`config.mk`:
```
export PLATFORM = sky130hd
export DESIGN_NAME = comparator_iterative
export DESIGN_NICKNAME = d
export VERILOG_FILES = /design/src/rtl/comparator_pkg.sv /design/src/rtl/comparator_chunk.sv /design/src/rtl/comparator_iterative.sv
export SDC_FILE = /design/constraint.sdc
export NUM_CORES = 1
export LEC_CHECK = 0
export CORE_MARGIN = 8
export CORE_UTILIZATION = 45
export CTS_CLUSTER_SIZE = 24
export DETAILED_ROUTE_END_ITERATION = 6
export GPL_ROUTABILITY_DRIVEN = 0
export PLACE_DENSITY = 0.72
export SYNTH_ARGS = -nofsm -noshare
export SYNTH_HDL_FRONTEND = slang
export SYNTH_SLANG_ARGS = --single-unit
```
`constraint.sdc`:
```
create_clock -name clk -period 3.5 [get_ports clk]
set_input_delay 0.875 -clock clk [delete_from_list [all_inputs] [get_ports clk]]
set_output_delay 0.875 -clock clk [all_outputs]
set_load 0.01 [all_outputs]
```
`src/rtl/comparator_pkg.sv`:
```
// Shared types and defaults for the iterative operand comparator.
package comparator_pkg;

  typedef enum logic [1:0] {
    IDLE = 2'd0,
    BUSY = 2'd1,
    DONE = 2'd2
  } state_t;

  localparam int unsigned DEFAULT_N     = 32;
  localparam int unsigned DEFAULT_CHUNK = 8;

  // Flipping the sign bit maps two's-complement order onto unsigned order.
  function automatic logic bias_msb(input logic msb, input logic sgn);
    return msb ^ sgn;
  endfunction

endpackage

```
`src/rtl/comparator_chunk.sv`:
```
// Combinational CHUNK-bit unsigned compare used once per BUSY cycle.
module comparator_chunk #(
  parameter int unsigned CHUNK = 8
) (
  input  logic [CHUNK-1:0] a,
  input  logic [CHUNK-1:0] b,
  output logic             chunk_eq,
  output logic             chunk_lt
);

  always_comb begin
    chunk_eq = (a == b);
    chunk_lt = (a < b);
  end

endmodule

```
`src/rtl/comparator_iterative.sv`:
```
// Multi-cycle eq/lt comparator, CHUNK bits per cycle from the MSB, valid/ready on both sides.
// Define COMPARATOR_EARLY_EXIT_EN to leave BUSY on the first mismatching chunk.
module comparator_iterative
  import comparator_pkg::*;
#(
  parameter int unsigned N     = DEFAULT_N,
  parameter int unsigned CHUNK = DEFAULT_CHUNK
) (
  input  logic         clk,
  input  logic         rst_n,
  input  logic         i_valid,
  output logic         o_ready,
  input  logic [N-1:0] a,
  input  logic [N-1:0] b,
  input  logic         is_signed,
  output logic         o_valid,
  input  logic         i_ready,
  output logic         eq,
  output logic         lt
);

  localparam int unsigned K  = N / CHUNK;
  localparam int unsigned CW = (K > 1) ? $clog2(K) : 1;

`ifdef COMPARATOR_EARLY_EXIT_EN
  localparam bit EARLY_EXIT = 1'b1;
`else
  localparam bit EARLY_EXIT = 1'b0;
`endif

  if ((N % CHUNK) != 0) begin : g_bad_cfg
    $error("comparator_iterative: N must be a multiple of CHUNK");
  end

  state_t          state;
  logic [N-1:0]    sa;
  logic [N-1:0]    sb;
  logic [CW-1:0]   count;
  logic            decided;
  logic            chunk_eq;
  logic            chunk_lt;
  logic            mismatch;
  logic            last_chunk;

  comparator_chunk #(.CHUNK(CHUNK)) u_chunk (
    .a        (sa[N-1 -: CHUNK]),
    .b        (sb[N-1 -: CHUNK]),
    .chunk_eq (chunk_eq),
    .chunk_lt (chunk_lt)
  );

  always_comb begin
    mismatch   = !decided && !chunk_eq;
    last_chunk = (count == CW'(K - 1));
  end

  always_ff @(posedge clk or negedge rst_n) begin
    if (!rst_n) begin
      state   <= IDLE;
      sa      <= '0;
      sb      <= '0;
      count   <= '0;
      decided <= 1'b0;
      o_ready <= 1'b1;
      o_valid <= 1'b0;
      eq      <= 1'b0;
      lt      <= 1'b0;
    end else begin
      case (state)
        IDLE: begin
          if (i_valid) begin
            sa      <= {bias_msb(a[N-1], is_signed), a[N-2:0]};
            sb      <= {bias_msb(b[N-1], is_signed), b[N-2:0]};
            count   <= '0;
            decided <= 1'b0;
            eq      <= 1'b0;
            lt      <= 1'b0;
            o_ready <= 1'b0;
            state   <= BUSY;
          end
        end
        BUSY: begin
          // Only the first differing chunk may write lt; decided locks it.
          if (mismatch) begin
            decided <= 1'b1;
            eq      <= 1'b0;
            lt      <= chunk_lt;
          end
          if (last_chunk || (EARLY_EXIT && mismatch)) begin
            if (!decided && chunk_eq) begin
              eq <= 1'b1;
              lt <= 1'b0;
            end
            o_valid <= 1'b1;
            state   <= DONE;
          end else begin
            sa    <= sa << CHUNK;
            sb    <= sb << CHUNK;
            count <= count + CW'(1);
          end
        end
        DONE: begin
          if (i_ready) begin
            o_valid <= 1'b0;
            o_ready <= 1'b1;
            state   <= IDLE;
          end
        end
        default: begin
          state   <= IDLE;
          o_ready <= 1'b1;
          o_valid <= 1'b0;
        end
      endcase
    end
  end

endmodule

```
Yosys cells after proc, flatten, opt, wreduce, memory -nomap -nowiden. Index checks and enable logic that the tools add are counted.

Register bits after elaboration: 73. Input bits: 69. Output and inout port bits: 4. Word-level logic and storage cells: 65.

Add/subtract/negate cells: 1. Order comparisons: 1. Eq/ne operators: 9. Muxes and demuxes: 29. Bitwise gates (word level): 4. Reductions and logical operators: 12.

Operators with widths (count): $mux 32 (4); $pmux 32 s2 (2); $reduce_and 3->1 (5); $mux 1 (11); $mux 2 (5); $ne 2x2->1 const B (5); $eq 8x8->1 (1); $lt 8x8->1 (1); $pmux 1 s2 (3); $pmux 1 s3 (2); $pmux 2 s3 (1); $eq 2x2->1 const B (2); $pmux 2 s2 (1); $add 2x1->2 const B (1); $eq 2x1->1 const B (1); $logic_and 1x1->1 (2); $logic_not 1->1 (2); $logic_not 2->1 (1); $not 1->1 (2); $reduce_and 2->1 (1); $reduce_bool 2->1 (1); $xor 1x1->1 (2).

Longest topological paths before layout.
Depth after elaboration: 7. Mapped depth: 7. Gate-level depth less buffers: 6.

Modules after synthesis. A second synthesis with hierarchy kept.

Cells, all modules: 267. Area, all modules: 3654.8 sq um.

Modules (own cells, without submodules): comparator_iterative (instances 1, cells an instance 240, area an instance 3440.8 sq um, seq. area each 1828.0 sq um); comparator_chunk (instances 1, cells an instance 27, area an instance 214.0 sq um, seq. area each 0.0 sq um).

Least setup slack after synthesis. OpenSTA, ideal clock, no wires.

Path type: input to register. From: in i_valid. To: reg count[0]. Setup time: 125 ps. Data arrival time: 1699 ps. Required time: 3375 ps. Path slack: 1676 ps. Stages: 4. Path buffers: 1. Cells stage by stage: nor3b_4 > nor2_2 > buf_6 > mux2_2.

Longest elaborated chain between the ends: 2.

Ends and longest elaborated chain: start: declaration (RTL line comparator_iterative.sv:11) `input logic i_valid,`; $ne 2x2->1 (no line); $reduce_and 3->1 (no line); end signal: assignment (RTL line comparator_iterative.sv:99) `count <= count + CW'(1);`; end: declaration (RTL line comparator_iterative.sv:38) `logic [CW-1:0] count;`.

No other way between the ends. A chain may end at the register's enable or synchronous reset.

Worst setup path after layout.
From: reg o_ready. To: out o_ready.

RTL lines: start: declaration (RTL line comparator_iterative.sv:12) `output logic o_ready,`; start signal: assignment (RTL line comparator_iterative.sv:64) `o_ready <= 1'b1;`; start signal: assignment (RTL line comparator_iterative.sv:78) `o_ready <= 1'b0;`; start signal: assignment (RTL line comparator_iterative.sv:105) `o_ready <= 1'b1;`.

No word-level cell between the ends.

==> results.md <==
- The maximum ir drop on the vdd rail is 0.554 mV.
- The number of clock sinks is 73.
- Clock tree synthesis inserted a total of 9 buffers.
- Entering global routing, the biggest net connects 116 pins.
- Setup total negative slack on the finished layout was measured at 0 ns.
- The initial core utilization is 45.5%.
- The proportion of power drawn by the clock network is 17.6%.
- The buffer levels on the longest clock path is 2.
- The floorplan row count is 32.
- The worst path uses 65.2% of the clock period.
- Net switching is 38.2% of the power.
- The count of boundary I/O pins is 73.
- TritonCTS built the clock tree.
- The launch point of the worst reg-to-reg path is state[0]$_DFFE_PN0P_.
- The top fanout value on the critical path is 3.
- The sum of internal, switching and leakage power is 4.06 mW.
- Buffers inserted to repair hold after CTS numbered 0.
- The static leakage power is 2.00 nW.
- After the last flow step, the layout net total stands at 457.
- The routing usage on met1 is 18.0%.
- In the final routed layout, each cell accounts on average for 14.7 µm.
- Summed over all layers, the global routing overflow is 0.
- Combinational logic is responsible for 45.3% of the overall power.
- In this run, distinct cell masters in the synthesized netlist total 32.
- The number of global-route vias before repair is 2583.
- The number of max-slew violations in the final report is 0.
- The overall fraction of global-route tracks in use is 14.5%.
- The type of the worst min-delay path is reg2reg.
- In the global route stage, met2 resource usage came out at 23.6%.
- The final count of hold timing violations was 0.
- After synthesis, the share of flip-flops with an asynchronous set or reset is 100%.
- The height of the chip is 103 µm.
- The worst setup path is of the reg2out kind.
- The post-CTS setup-driven buffer insertion count is 0.
- Yosys printed 0 warnings.
- The tree is rooted in a sky130_fd_sc_hd__clkbuf_8.
- Headroom to the max-slew limit came out at 39.2%.
- The worst setup path is launched from a flop.
- The post-route minimum period is 2.28 ns.
- The flip-flop cell with the highest count after synthesis is sky130_fd_sc_hd__dfrtp_1.
- The beginning of the worst hold path is sa[21]$_DFFE_PN0P_.
- In this design, the stage delay of the slowest critical-path cell is 0.55 ns.
- The master of the slowest instance on the critical path is sky130_fd_sc_hd__dfstp_2.
- The achievable frequency is 438 MHz.
- The ratio of cells with drive above 1 in the final layout is 7.03%.
- Once the clock tree was built, the resizer swapped 0 gates to a different size.
- The number of enable-type register cells in the synthesized netlist is 0.
- Summed over all nets, the switching power comes to 1.55 mW.
- The synthesized netlist cell count is 313.
- The H-tree was split into 3 levels.
- For the final database, setup skew stands at 0.00599 ns.
- The final design utilization is 58.5%.
- Global routing consumed, on the met3 layer, 3.48% of the routing resources.
- The die covers 10700 µm².
- The remaining design rule violation count is 0.
- The kind of cell adding the most delay to the critical path is flip-flops.
- The most critical setup path has its startpoint at o_ready$_DFFE_PN1P_.
- The area growth from synthesis to layout is 28.7%.
- The average instance in the mapped netlist occupies 10.9 µm².
- The first routing iteration left 126 violations.
- The mapped netlist covers 3420 µm².
- The critical path goes through clkdlybuf4s50_1.
- The later-pin clock latency in the skew report is 0.34 ns.
- The via count normalized by instance count is 5.02.
- The global routing stage identified its most utilized layer as met2.
- The tool flagged a number of max-cap violations equal to 0.
- The number of nets produced by synthesis is 391.
- The via count is 2442.
- The buffering stage count on the worst path with inverters included is 1.
- The count of buffers inserted at the top-level ports is 72.
- The worst slack at placement is 1.09 ns.
- The first global-routing pass estimated 12000 µm of wire.
- The die is 103 µm wide.
- In this run, flip-flops and latches consume 37.1% of the power.
- The wire-length estimate of the detail-placed layout is 4990 µm.
- The data arrival time of the worst path is 1.41 ns.
- In this run, placement finished with an instance count of 470.
- The power density over cell area is 921 nW/µm².
- The worst setup path is captured at an output pin.
- The non-filler instance count after layout is 486.
- The number of antenna violations at the first check in global routing is 0.
- Setup repair after global routing left no endpoint under its margin.
- The transition time at the pin with the least slew margin is 0.912 ns.
- After clock tree synthesis, the clock-pin slew on the worst setup and hold paths is 0.08 ns.
- The worst path meets setup with 1.22 ns of slack.
- Data on the critical path is required at its endpoint by 2.62 ns.
- Cell internal power was estimated by the tool at 2.51 mW.
- The number of iterations in the first detailed-routing pass is 4.
- The antenna diode count is 0.
- The flow ran to the end, and the final reports show no timing, DRC or antenna violations.
- The synthesized design contains 73 register bits.
- In this run the remaining antenna-violating nets after routing total 0.
- The routed design has 7130 µm of wire.
- The region available for standard cell placement spans 7530 µm².
- Setup violations remaining at the end of the flow were counted as 0.
- Sequential elements use 53.4% of the synthesized area.
## kinds of logic after synthesis
group                      synth area share, %
AOI/OAI and AO/OA                         14.8
xor gates and xnor gates                 0.512
adders and majority gates                 3.29
buffers and inverters                     5.41
DFF                                       53.4
muxes                                     13.8
and+or+nand+nor                           8.78
## worst paths after layout
| check | slack [ns] | cells past startpoint | end |
|---|---|---|---|
| max in group asynchronous | 2.24 | 1 | sa[13]$_DFFE_PN0P_ |
| min in group asynchronous | 0.64 | 1 | sa[26]$_DFFE_PN0P_ |
| hold / removal | 0.49 | 2 | sa[21]$_DFFE_PN0P_ |
| hold reg to reg | 0.49 | 2 | sa[21]$_DFFE_PN0P_ |
| setup / recovery | 1.22 | 1 | o_ready |
| setup reg to reg | 1.45 | 4 | sa[18]$_DFFE_PN0P_ |
## metal layers
| metal | vias to the layer above | wire, µm |
|---|---|---|
| met2 | 52 | 3530 |
| met3 | 7 | 328 |
| met4 | 0 | 105 |
| li1 | 1232 | - |
| met1 | 1151 | 3160 |
| met5 | - | 0 |
## Yosys cell counts, types with 2 or more instances
library cell | number | area, µm²
sky130_fd_sc_hd__inv_1 | 11 | 41.3
sky130_fd_sc_hd__a22o_1 | 17 | 149
sky130_fd_sc_hd__mux2i_1 | 46 | 460
sky130_fd_sc_hd__dfrtp_1 | 72 | 1800
sky130_fd_sc_hd__o21ai_1 | 47 | 235
sky130_fd_sc_hd__nor2b_1 | 2 | 12.5
sky130_fd_sc_hd__buf_6 | 7 | 78.8
sky130_fd_sc_hd__ha_1 | 9 | 113
sky130_fd_sc_hd__buf_4 | 2 | 15.0
sky130_fd_sc_hd__nand3_1 | 3 | 15.0
sky130_fd_sc_hd__o21ai_0 | 2 | 10.0
sky130_fd_sc_hd__a21oi_1 | 8 | 40.0
sky130_fd_sc_hd__buf_2 | 7 | 35.0
sky130_fd_sc_hd__clkbuf_1 | 4 | 15.0
sky130_fd_sc_hd__nand2_1 | 51 | 191
sky130_fd_sc_hd__xnor2_1 | 2 | 17.5
sky130_fd_sc_hd__nand4_1 | 2 | 12.5
sky130_fd_sc_hd__o31ai_1 | 2 | 15.0
sky130_fd_sc_hd__nor2_1 | 6 | 22.5
## state kept, by name, indices dropped and copies added (netlist names)
| signal | flops |
|---|---|
| count | 2 |
| decided | 1 |
| eq | 1 |
| lt | 1 |
| o_ready | 1 |
| o_valid | 1 |
| sa | 32 |
| sb | 32 |
| state | 2 |
## cell usage in the layout (no fill, tap or decap), drive strengths merged, types with 2 or more instances in the layout
cell           Yosys  routed
dfrtp             72      72
clkdlybuf4s50      0      71
nand2             51      51
o21ai             50      50
mux2i             46      46
a22o              17      17
inv               11      11
ha                 9       9
clkbuf             4       9
a21oi              8       8
nor2               7       7
clkinv             0       4
buf               16       4
nand3              3       3
xnor2              2       2
nand4              2       2
o31ai              2       2
bufinv             0       2
nor3b              2       2
nor2b              2       2
## area by class of cell
cell class	count	area, µm²
fill	676	3120
sequential	73	1830
multi-input combinational	209	1420
timing repair buffer	75	766
tap	102	128
clock buffer	9	124
clock inverter	7	95.1
inverter	11	41.3
## worst min-delay path, delay by kind of cell, from the launching register on
family,cells,cell delay [ns]
compound gates,1,0.06
flops,1,0.34
simple gates,1,0.05
## per-stage QoR
step / cell area [µm²] / hold slack (ns)
after floorplan: 3420 / 0.454
after detailed placement: 4180 / 0.475
after global routing: 4400 / 0.510
final: 4400 / 0.487
after CTS: 4400 / 0.492
after global placement: 4180 / 0.466
## power groups by stage
stage / Sequential, mW / Clock [mW] / Combinational (mW)
2_1_floorplan: 1.45 / 0 / 1.55
3_3_place_gp: 1.50 / 0 / 1.80
3_5_place_dp: 1.53 / 0 / 1.85
4_1_cts: 1.51 / 0.729 / 1.86
5_1_grt: 1.56 / 0.765 / 2.08
6_report: 1.51 / 0.715 / 1.84
Note: power is estimated with default switching activity, not from simulation.
